--- src/rtl/tt_fa_pkg.sv ---
// Shared constants for the full-adder Tiny Tapeout tile: accumulator width,
// ui_in bit positions and the fixed uio output-enable pattern.
package tt_fa_pkg;

    // Accumulator width; tied to the 8-bit uio bus of the TT pinout
    localparam int ACC_W = 8;

    // ui_in bit positions
    localparam int A_BIT   = 0;
    localparam int B_BIT   = 1;
    localparam int CIN_BIT = 2;
    localparam int CLR_BIT = 3;

    // All uio pins are driven as outputs
    localparam logic [7:0] UIO_OE_ALL = 8'hFF;

endpackage

--- src/rtl/full_adder_cell.sv ---
// Single-bit full adder cell, purely combinational. Used both for the
// primary user-visible adder and as the ripple element of the accumulator.
module full_adder_cell (
    input  logic a,
    input  logic b,
    input  logic cin,
    output logic sum,
    output logic cout
);

    logic half_sum;

    assign half_sum = a ^ b;
    assign sum      = half_sum ^ cin;
    assign cout     = (a & b) | (cin & half_sum);

endmodule

--- src/rtl/tt_um_enjimneering_full_adder.sv ---
// Tiny Tapeout user tile: 1-bit full adder on ui_in[2:0] with a combinational
// result, a registered copy, and an 8-bit accumulator of {cout,sum} built
// from a ripple chain of the same full-adder cell.
module tt_um_enjimneering_full_adder
    import tt_fa_pkg::*;
(
`ifdef GL_TEST
    inout  wire        VPWR,
    inout  wire        VGND,
`endif
    input  logic       clk,
    input  logic       rst_n,
    input  logic       ena,
    input  logic [7:0] ui_in,
    output logic [7:0] uo_out,
    input  logic [7:0] uio_in,
    output logic [7:0] uio_out,
    output logic [7:0] uio_oe
);

    logic a;
    logic b;
    logic cin;
    logic acc_clr;
    logic sum;
    logic cout;

    logic sum_p1;
    logic cout_p1;
    logic [ACC_W-1:0] acc_p1;

    logic [ACC_W-1:0] addend;
    logic [ACC_W-1:0] acc_next;
    logic [ACC_W:0]   carry;

    // Only ui_in[3:0] are decoded; upper ui_in bits and uio_in never reach
    // any logic, so X on them cannot leak to an output.
    logic unused_ok;

    assign a       = ui_in[A_BIT];
    assign b       = ui_in[B_BIT];
    assign cin     = ui_in[CIN_BIT];
    assign acc_clr = ui_in[CLR_BIT];

    full_adder_cell u_fa (
        .a    (a),
        .b    (b),
        .cin  (cin),
        .sum  (sum),
        .cout (cout)
    );

    // Ripple-carry adder: acc + {0..0, cout, sum}, carry-in 0; the final
    // carry-out is dropped so the accumulator wraps modulo 2^ACC_W.
    assign addend   = {{(ACC_W-2){1'b0}}, cout, sum};
    assign carry[0] = 1'b0;

    for (genvar i = 0; i < ACC_W; i++) begin : g_acc_chain
        full_adder_cell u_cell (
            .a    (acc_p1[i]),
            .b    (addend[i]),
            .cin  (carry[i]),
            .sum  (acc_next[i]),
            .cout (carry[i+1])
        );
    end

    // Registered stage: reset > enable hold > accumulator clear > update
    always_ff @(posedge clk) begin
        if (rst_n) begin
            sum_p1  <= 1'b0;
            cout_p1 <= 1'b0;
            acc_p1  <= '0;
        end else if (ena) begin
            sum_p1  <= sum;
            cout_p1 <= cout;
            acc_p1  <= acc_clr ? '0 : acc_next;
        end
    end

    assign uo_out  = {4'b0000, cout_p1, sum_p1, cout, sum};
    assign uio_out = acc_p1;
    assign uio_oe  = UIO_OE_ALL;

    assign unused_ok = &{1'b0, ui_in[7:4], uio_in, carry[ACC_W]};

endmodule

--- config.mk ---
export PLATFORM = sky130hd
export DESIGN_NAME = tt_um_enjimneering_full_adder
export DESIGN_NICKNAME = d
export VERILOG_FILES = /design/src/rtl/tt_fa_pkg.sv /design/src/rtl/full_adder_cell.sv /design/src/rtl/tt_um_enjimneering_full_adder.sv
export SDC_FILE = /design/constraint.sdc
export NUM_CORES = 1
export LEC_CHECK = 0
export BUFFER_PORTS_ARGS = -buffer_cell sky130_fd_sc_hd__buf_2
export CORE_ASPECT_RATIO = 0.75
export CORE_MARGIN = 2
export CORE_UTILIZATION = 40
export CTS_CLUSTER_SIZE = 28
export DETAILED_ROUTE_END_ITERATION = 8
export HOLD_SLACK_MARGIN = 0.03
export PLACE_DENSITY_LB_ADDON = 0.3
export SETUP_SLACK_MARGIN = 0.02
export SLEW_MARGIN = 20
export SYNTH_ARGS = -nofsm -noshare
export SYNTH_HDL_FRONTEND = slang
export SYNTH_SLANG_ARGS = --single-unit
--- constraint.sdc ---
create_clock -name clk -period 5.6 [get_ports clk]
set_clock_uncertainty 0.2 [all_clocks]
set_input_delay 0.84 -clock clk [delete_from_list [all_inputs] [get_ports clk]]
set_output_delay 0.84 -clock clk [all_outputs]
set_load 0.02 [all_outputs]
=== Word-level counts from Yosys, hierarchy flattened ===
Index checks and enable logic that the tools add are counted.

* Flip-flop bits (word level): 10
* Logic and storage cells: 27

* Muxes and demuxes: 1
* Bitwise gates (word level): 23

{| class="wikitable"
|+ Operator list
! operator !! number
|-
| 1-bit bitwise XOR || 11
|-
| 1-bit bitwise AND || 10
|-
| 8-bit 2-to-1 mux || 1
|-
| 1-bit OR || 2
|}

=== Logic depth before layout (Yosys ltp) ===
Gate-level depths: netlist (run 1).

* Depth after elaboration: 13
* Depth in mapped cells: 12
* Gate-level depth less buffers: 12

=== Hierarchy ===
A second synthesis (run 1) with hierarchy kept.

* Cell total of the unflattened synthesis: 67
* Area total of the unflattened synthesis: 720.7 um^2

{| class="wikitable"
|+ Modules (own cells, without submodules)
! module !! instances !! area each (um^2) !! cells each
|-
| tt_um_enjimneering_full_adder || 1 || 540.5 || 58
|-
| full_adder_cell || 9 || 20.0 || 1
|}

=== Worst setup path before layout (run 1) ===
No wires, ideal clock.

* Kind: input to register
* Start: in ui_in[0]
* End: reg acc_p1[6] (netlist: uio_out[6])
* Arrival time: 2839 ps
* Slack: 2429 ps
* Required time: 5268 ps
* Buffers on the path: 0
* Stages on the path: 12
* Cell sequence: fa_1 ha_1 inv_1 fa_1 inv_1 ha_1 ha_1 ha_1 ha_1 ha_1 nand3b_1 a21oi_1

* Cells in the longest elaborated chain, start to end: 12
* Elaborated cells between the ends (all ways): 16

{| class="wikitable"
|+ Ends and longest elaborated chain
! what !! RTL line !! RTL
|-
| from (decl) || tt_um_enjimneering_full_adder.sv:14 || <nowiki>input logic [7:0] ui_in,</nowiki>
|-
| 1-bit bitwise XOR || full_adder_cell.sv:13 || <nowiki>assign half_sum = a ^ b;</nowiki>
|-
| 1-bit bitwise AND || full_adder_cell.sv:15 || <nowiki>assign cout = (a & b) | (cin & half_sum);</nowiki>
|-
| 1-bit OR || full_adder_cell.sv:15 ||
|-
| 1-bit bitwise XOR || full_adder_cell.sv:13 ||
|-
| 1-bit bitwise AND || full_adder_cell.sv:15 ||
|-
| 1-bit OR (*) || full_adder_cell.sv:15 ||
|-
| 1-bit bitwise AND (*) (4 in a row) || full_adder_cell.sv:15 ||
|-
| 1-bit bitwise XOR (*) || full_adder_cell.sv:14 || <nowiki>assign sum = half_sum ^ cin;</nowiki>
|-
| 8-bit 2-to-1 mux (*) || tt_um_enjimneering_full_adder.sv:77 || <nowiki>acc_p1 <= acc_clr ? '0 : acc_next;</nowiki>
|-
| to (signal assigned) || tt_um_enjimneering_full_adder.sv:77 ||
|-
| to (decl) || tt_um_enjimneering_full_adder.sv:30 || <nowiki>logic [ACC_W-1:0] acc_p1;</nowiki>
|}

Every way passes the cells marked *; elsewhere a longest branch is shown, timed or not.
A chain may end at the register's enable or synchronous reset.

=== Worst setup path in the final report (run 1) ===
Same ends and word-level chain as after synthesis.

==> Implementation_results.wiki, run 1 <==
{| class="wikitable"
! Metric !! Value
|-
| Setup slack of the critical path after layout || 2.47 ns
|-
| Cell type group with the largest total delay on the critical path || adder cells
|-
| Via count || 467
|-
| Worst ir drop on vdd || 0.0977 mV
|-
| Clock power share || 31.1%
|-
| Top layer in use || met4
|-
| Worst-case hold slack || 0.291 ns
|-
| Total design power || 0.154 mW
|-
| Routed Antenna Nets || 0
|-
| NetSw || 0.0460 mW
|-
| Fraction of power spent switching nets || 29.8%
|-
| Max-Cap Viols || 0
|-
| Flops & latches, synth || 10
|-
| Total Die Area || 0.00215 mm²
|-
| GRT Residual Overflow || 0
|-
| Number of antenna violations at the first check in global routing || 0
|-
| Number of nets in the layout || 113
|-
| Area of all placed cells without fillers || 707 µm²
|-
| Internal Pwr Total || 0.108 mW
|-
| Post-synth EDFFs || 0
|-
| Pwr dens || 218 mW/mm²
|-
| Clock buffers created by TritonCTS || 3
|-
| Final Setup Violations || 0
|-
| Max Clock Freq || 319 MHz
|-
| Comb power frac || 20.5%
|-
| Wire per inst || 9.65 µm
|-
| Count of warnings emitted by yosys || 0
|-
| Synthesized area per cell || 9.09 µm²
|-
| Post-layout minimum cycle time || 3.13 ns
|-
| Worst hold path class || reg2reg
|-
| Total core area || 0.00171 mm²
|-
| Vias per inst || 4.41
|-
| Maximum number of pins on one net before global-route repair || 19
|-
| Critical path capture point type || flip-flop
|-
| GPL Wtd Cong || 0.628
|-
| Cell type with the largest total area after synthesis || sky130_fd_sc_hd__dfxtp_1
|-
| Post-Synthesis Cells || 79
|-
| Insertion delay of the later-clocked pin in the worst-skew pair || 0.26 ns
|-
| Worst slack at placement || 2.19 ns
|-
| All-Layer GR Usage || 10.8%
|-
| Total length of routed met3 wires || 74 µm
|-
| Cell variety after synth || 18
|-
| Fraction of final layout cells with drive strength greater than 1 || 25.0%
|-
| Hold-fix buffers at CTS || 0
|-
| Starting Density || 42.1%
|-
| Die boundary height || 40.7 µm
|-
| Growth of design area from synthesis to finish || -1.57%
|-
| Critical path buffers and inverters || 3
|-
| Number of top-level design ports || 43
|-
| Post-detailed-placement half-perimeter wirelength || 781 µm
|-
| Standard-cell rows || 13
|-
| Required time of the worst setup path || 5.54 ns
|-
| Crit share post-route || 56.0%
|-
| Critical Path, Cell by Cell || buf_2 -> fa_1 -> ha_1 -> inv_1 -> fa_1 -> inv_1 -> ha_1 -> ha_1 -> ha_1 -> ha_1 -> ha_1 -> nand3b_1 -> a21oi_1
|-
| Total number of clock tree sinks || 10
|-
| Number of I/O port buffers || 18
|-
| Fin. max-slew vios || 0
|-
| CP max-delay cell || sky130_fd_sc_hd__fa_1
|-
| Post-CTS resize count || 0
|-
| Post-CTS clock slew at the launch and capture registers of the worst setup and hold paths || 0.06 ns
|-
| Total area of multi-input combinational cells || 352 µm²
|-
| Initial DRC count || 5
|-
| Metal-1 WL || 499 µm
|-
| Vias in the first global route || 359
|-
| CTS tree || done
|-
| Highest net fanout along the worst path || 3
|-
| Filler instances || 179
|-
| Netlist area before placement || 718 µm²
|-
| Cell area after placement || 684 µm²
|-
| Ranking of synthesized cells by area || sky130_fd_sc_hd__dfxtp_1, sky130_fd_sc_hd__buf_4, sky130_fd_sc_hd__ha_1, sky130_fd_sc_hd__nand3b_1, sky130_fd_sc_hd__nand2b_1
|-
| Crit path arrival time || 3.08 ns
|-
| Total routed wirelength || 1.02 mm
|-
| Cell seen most often among critical-path stages || sky130_fd_sc_hd__ha_1
|-
| Horizontal die dimension || 52.9 µm
|-
| Root buffer cell || sky130_fd_sc_hd__clkbuf_4
|-
| Share of the synthesized area in the top cell type || 27.9%
|-
| Post-CTS setup repair buffer count || 0
|-
| Remaining DRCs || 0
|-
| Number of buffers between clock root and the deepest sink || 2
|-
| Leak pwr || 0.360 nW
|-
| Result of the run || complete, no violations
|-
| Diodes inserted || 0
|-
| Setup repair after global routing missed its margin || false
|-
| Number of hold violations in the final report || 0
|-
| Path type of the worst setup path || in2reg
|-
| First-pass GRT wire length || 1.55 mm
|-
| Aggregate negative setup slack || 0 ns
|-
| Total length of routed met2 wires || 444 µm
|-
| Async S/R FF share, synth || 0%
|-
| Most used DFF post-synth || sky130_fd_sc_hd__dfxtp_1
|-
| Sequential cell fraction of total power || 48.4%
|-
| Element type at the critical path start || input port
|-
| Delay of the slowest cell on the worst path || 0.57 ns
|-
| Register area || 200 µm²
|-
| Total number of H-tree levels || 1
|-
| DR pass1 iterations || 4
|-
| Sequential area share after synthesis || 27.9%
|}
==> synth_stat cells (all sizes together) (2+ instances only) <==
cell,count
a21oi,7
conb,2
buf,25
mux2i,2
inv,4
fa,2
nor2,2
nand2b,7
ha,6
nand3b,6
dfxtp,10
==> state kept, by name, summed over array words and instances, names as in the netlist <==
register / cells
sum_p1: 1
cout_p1: 1
uio_out: 8
==> power groups by stage <==
stage	logic [mW]	clock network, mW	registers [mW]
3_5_place_dp	0.0317	0	0.0762
4_1_cts	0.0317	0.0512	0.0746
3_3_place_gp	0.0310	0	0.0760
6_report	0.0315	0.0479	0.0745
5_1_grt	0.0357	0.0557	0.0747
2_1_floorplan	0.0348	0	0.0759
==> worst min-delay path, cell delays in order (launching register included) <==
cell                       delay (ns)
sky130_fd_sc_hd__dfxtp_1         0.32
sky130_fd_sc_hd__nand2b_1        0.07
sky130_fd_sc_hd__a21oi_1         0.05
==> cells by family after synthesis <==
family,count (synthesis),share of synthesized area [%]
buffers and inverters,30,28.4
AND/OR/NAND/NOR,18,17.1
flip-flops,10,27.9
AO/OA/AOI/OAI,9,6.79
adder cells (fa/ha/maj),8,16.0
multiplexers,2,2.79
other,2,1.05
==> stage by stage <==
| step | utilization [%] | std cells |
|---|---|---|
| floorplan | - | 89 |
| global placement | 40.1 | 103 |
| detailed placement | 40.1 | 103 |
| CTS | 41.4 | 106 |
| global route | 41.4 | 106 |
| finish | 41.4 | 106 |
==> cell usage in the layout, fill, tap and decap left out <==
| cell type | synthesis | final |
|---|---|---|
| sky130_fd_sc_hd__nor2b_1 | 1 | 1 |
| sky130_fd_sc_hd__conb_1 | 2 | 12 |
| sky130_fd_sc_hd__o21ai_0 | 1 | 1 |
| sky130_fd_sc_hd__fa_1 | 2 | 2 |
| sky130_fd_sc_hd__or3b_1 | 1 | 1 |
| sky130_fd_sc_hd__nand3b_1 | 6 | 6 |
| sky130_fd_sc_hd__ha_1 | 6 | 6 |
| sky130_fd_sc_hd__dfxtp_1 | 10 | 10 |
| sky130_fd_sc_hd__a21oi_1 | 7 | 7 |
| sky130_fd_sc_hd__buf_2 | 1 | 18 |
| sky130_fd_sc_hd__clkbuf_4 | 0 | 3 |
| sky130_fd_sc_hd__mux2i_1 | 2 | 2 |
| sky130_fd_sc_hd__nand2b_1 | 7 | 7 |
| sky130_fd_sc_hd__inv_1 | 4 | 4 |
| sky130_fd_sc_hd__nand4bb_1 | 1 | 1 |
| sky130_fd_sc_hd__o2bb2ai_1 | 1 | 1 |
| sky130_fd_sc_hd__nor2_1 | 2 | 2 |
==> per-layer routing <==
metal,vias to the layer above,track usage [%]
met2,16,15.0
met5,-,0
met4,0,5.77
met3,2,6.57
li1,235,-
met1,214,13.1
==> cell type report <==
class	count	area share, %
sequential	10	28.3
timing repair buffer	18	12.7
clock buffer	3	3.19
multi-input combinational	49	49.7
tap	22	3.89
inverter	4	2.12
==> final timing paths <==
check | startpoint | end | slack, ns | depth (start not counted)
worst min-delay path | uio_out[0]$_SDFFE_PP0P_ | uio_out[0]$_SDFFE_PP0P_ | 0.29 | 2
worst max-delay path | ui_in[0] | uio_out[6]$_SDFFE_PP0P_ | 2.47 | 13
worst max register to register | uio_out[0]$_SDFFE_PP0P_ | uio_out[6]$_SDFFE_PP0P_ | 3.35 | 11
worst min register to register | uio_out[0]$_SDFFE_PP0P_ | uio_out[0]$_SDFFE_PP0P_ | 0.29 | 2
Power figures use the tool's default switching activity.
==> inputs of run 2 (changes only) <==
Settings changed: ABC_AREA from default to 1, CORE_UTILIZATION 40 to 39.
Clock period 5.6 ns to 2.75 ns, I/O delays scaled along.
==> run 2 against run 1 <==
Critical path depth grew 2. Design area is 16% higher. Global-route usage up 1.5 points. Hold slack worse by 0.063 ns. Wire length increased by 17%. Largest cell class unchanged.
==> Implementation_results.wiki, run 2 <==
{| class="wikitable"
! Metric !! Value
|-
| Result of the run || complete, no violations
|-
| DR pass1 iterations || 2 (-2)
|-
| Sequential cell fraction of total power || 44.3% (-4.1 points)
|-
| Pwr dens || 448 mW/mm² (+110%)
|-
| Number of antenna violations at the first check in global routing || 0 (unchanged)
|-
| Fraction of final layout cells with drive strength greater than 1 || 36.4% (+11 points)
|-
| Growth of design area from synthesis to finish || 7.04%
|-
| Required time of the worst setup path || 2.70 ns (-2.84 ns)
|-
| GRT Residual Overflow || 0 (unchanged)
|-
| Insertion delay of the later-clocked pin in the worst-skew pair || 0.26 ns (about the same)
|-
| Post-synth EDFFs || 0 (unchanged)
|-
| Diodes inserted || 0 (unchanged)
|-
| Total length of routed met2 wires || 559 µm (+26%)
|-
| Critical Path, Cell by Cell || buf_2 -> fa_1 -> ha_2 -> inv_2 -> fa_2 -> inv_2 -> ha_4 -> ha_4 -> ha_4 -> ha_4 -> ha_4 -> inv_2 -> nand2_1 -> nand2_1 -> nor2_1
|-
| Routed Antenna Nets || 0 (unchanged)
|-
| Element type at the critical path start || input port
|-
| Root buffer cell || sky130_fd_sc_hd__clkbuf_4
|-
| Via count || 542 (+16%)
|-
| Internal Pwr Total || 0.239 mW (+120%)
|-
| Max-Cap Viols || 0 (unchanged)
|-
| First-pass GRT wire length || 2.00 mm (+29%)
|-
| Fin. max-slew vios || 0 (unchanged)
|-
| Setup repair after global routing missed its margin || false
|-
| Post-detailed-placement half-perimeter wirelength || 936 µm (+20%)
|-
| Post-route core utilization || 45.7% (+4.3 points)
|-
| Comb power frac || 28.4% (+7.9 points)
|-
| Post-Synthesis Cells || 104 (+32%)
|-
| Wire per inst || 9.03 µm (-6.4%)
|-
| Path type of the worst setup path || in2reg
|-
| Most used DFF post-synth || sky130_fd_sc_hd__dfxtp_1
|-
| Post-CTS clock slew at the launch and capture registers of the worst setup and hold paths || 0.06 ns (about the same)
|-
| Vias in the first global route || 494 (+38%)
|-
| Total routed wirelength || 1.19 mm (+17%)
|-
| CP max-delay cell || sky130_fd_sc_hd__fa_1
|-
| Max Clock Freq || 379 MHz
|-
| Count of warnings emitted by yosys || 0 (unchanged)
|-
| Vias per inst || 4.11 (-6.8%)
|-
| Share of the synthesized area in the top cell type || 26.2% (-1.7 points)
|-
| GPL Wtd Cong || 0.666 (+6.1%)
|-
| Flops & latches, synth || 10 (unchanged)
|-
| Total core area || 0.00179 mm² (+4.8%)
|-
| Number of top-level design ports || 43 (unchanged)
|-
| Maximum number of pins on one net before global-route repair || 15 (-4)
|-
| Cell seen most often among critical-path stages || sky130_fd_sc_hd__ha_4
|-
| Number of buffers between clock root and the deepest sink || 2 (unchanged)
|-
| Synthesized area per cell || 7.35 µm² (-19%)
|-
| Total design power || 0.367 mW (+140%)
|-
| Flip-flop count of the largest register after layout || 8 (unchanged)
|-
| Crit path arrival time || 2.59 ns (-0.49 ns)
|-
| Standard-cell rows || 13 (unchanged)
|-
| Fraction of power spent switching nets || 34.8% (+4.9 points)
|-
| Horizontal die dimension || 55.1 µm (+4.1%)
|-
| Post-synth top cells || sky130_fd_sc_hd__buf_4, sky130_fd_sc_hd__nand2_1, sky130_fd_sc_hd__inv_1
|-
| Top library cells by usage in the layout, fill and taps aside || sky130_fd_sc_hd__nand2_1, sky130_fd_sc_hd__buf_2, sky130_fd_sc_hd__inv_1, sky130_fd_sc_hd__conb_1, sky130_fd_sc_hd__dfxtp_1
|-
| Total number of clock tree sinks || 10 (unchanged)
|-
| Most common cell in the synthesized netlist || sky130_fd_sc_hd__buf_4
|-
| Netlist area before placement || 764 µm² (+6.4%)
|-
| NetSw || 0.127 mW (+180%)
|-
| Cell type with the largest total area after synthesis || sky130_fd_sc_hd__dfxtp_1
|-
| Sequential area share after synthesis || 26.2% (-1.7 points)
|-
| Number of nets in the layout || 139 (+23%)
|-
| Ranking of synthesized cells by area || sky130_fd_sc_hd__dfxtp_1, sky130_fd_sc_hd__buf_4, sky130_fd_sc_hd__nand2_1, sky130_fd_sc_hd__ha_1, sky130_fd_sc_hd__inv_1
|-
| Post-layout minimum cycle time || 2.64 ns
|-
| Leak pwr || 0.431 nW (+20%)
|-
| Initial DRC count || 6 (+1)
|-
| Async S/R FF share, synth || 0% (unchanged)
|-
| Worst hold path class || in2reg
|-
| Critical path buffers and inverters || 4 (+1)
|-
| CTS tree || done
|-
| Critical path capture point type || flip-flop
|-
| Worst ir drop on vdd || 0.310 mV (+220%)
|-
| Number of hold violations in the final report || 0 (unchanged)
|-
| Crit share post-route || 95.9%
|-
| Number of I/O port buffers || 18 (unchanged)
|-
| Starting Density || 42.7% (+0.68 points)
|-
| Die boundary height || 42.3 µm (+4.0%)
|-
| Highest net fanout along the worst path || 3 (unchanged)
|-
| Clock power share || 27.3% (-3.8 points)
|-
| Clock buffers created by TritonCTS || 3 (unchanged)
|-
| Cell variety after synth || 14 (-4)
|-
| Post-CTS setup repair buffer count || 0 (unchanged)
|-
| Delay of the slowest cell on the worst path || 0.58 ns (about the same)
|-
| Total Die Area || 0.00233 mm² (+8.4%)
|-
| Commonest non-fill, non-tap cell in the layout || sky130_fd_sc_hd__nand2_1
|-
| Final Setup Violations || 0 (unchanged)
|-
| Metal-1 WL || 526 µm (+5.4%)
|-
| Remaining DRCs || 0 (unchanged)
|-
| Cell type group with the largest total delay on the critical path || adder cells
|-
| All-Layer GR Usage || 12.4% (+1.5 points)
|-
| Total length of routed met3 wires || 106 µm (+43%)
|-
| Top layer in use || met3
|-
| Total number of H-tree levels || 1 (unchanged)
|}
-- run 2: cell count changes in the layout (fill, tap and decap cells not counted), sizes merged, moves of 6 or more --
cell,delta
inv,+15
nand2b,-7
nor2,+10
a21oi,-7
nand3b,-6
nand2,+24
-- run 2: power groups by stage --
| stage | combinational (mW) | clock (mW) | sequential (mW) |
|---|---|---|---|
| after detailed placement | 0.104 | 0 | 0.165 |
| after global placement | 0.101 | 0 | 0.165 |
| final | 0.104 | 0.100 | 0.162 |
| after CTS | 0.104 | 0.105 | 0.162 |
| after floorplan | 0.109 | 0 | 0.164 |
| after global routing | 0.118 | 0.114 | 0.164 |
-- run 2: worst paths after layout --
kind / from / to / slack [ns] / cells after the start
setup / recovery: ui_in[0] / uio_out[6]$_SDFFE_PP0P_ / 0.11 / 15
hold / removal: rst_n / cout_p1$_SDFFE_PP0P_ / 0.23 / 4
setup reg to reg: uio_out[0]$_SDFFE_PP0P_ / uio_out[6]$_SDFFE_PP0P_ / 0.59 / 13
hold reg to reg: cout_p1$_SDFFE_PP0P_ / cout_p1$_SDFFE_PP0P_ / 0.28 / 2
-- run 2: cell families after synthesis --
family | count (synthesis) | synth area share, %
buffers and inverters | 44 | 34.4
AND/OR/NAND/NOR | 37 | 20.0
flip-flops | 10 | 26.2
adder cells (fa/ha/maj) | 8 | 15.1
AO/OA/AOI/OAI | 3 | 3.44
other | 2 | 0.982
-- run 2: metal layers --
metal,vias up,track usage (%)
met5,-,0
met4,0,2.93
met3,0,7.50
met2,20,19.5
met1,242,13.9
li1,280,-
-- run 2: repair_timing --
item | 4_1_cts | 5_1_grt
resized for setup | 0 | 2
hold buffers | 0 | 0
setup endpoints to repair | 0 | 2
-- run 2: metrics by stage --
step / setup TNS, ns / cell area (µm²) / hold slack, ns / cells / setup WS (ns)
global route: 0 / 818 / 0.230 / 132 / 0.0405
floorplan: 0 / 860 / 0.262 / 114 / 0.000585
CTS: 0 / 808 / 0.227 / 132 / 0.0499
finish: 0 / 818 / 0.228 / 132 / 0.113
detailed placement: -0.521 / 786 / 0.277 / 129 / -0.230
global placement: -0.428 / 786 / 0.265 / 129 / -0.198
-- run 2: layout make-up --
class / count / area, µm²
sequential: 10 / 200
inverter: 19 / 71.3
tap: 22 / 27.5
fill: 212 / 971
clock buffer: 3 / 22.5
multi-input combinational: 60 / 407
timing repair buffer: 18 / 90.1
-- run 2: worst min-delay path: stages --
cell and delay (ns):
sky130_fd_sc_hd__buf_2 0.07, sky130_fd_sc_hd__inv_1 0.07, sky130_fd_sc_hd__o21ai_2 0.07, sky130_fd_sc_hd__nor2_2 0.03
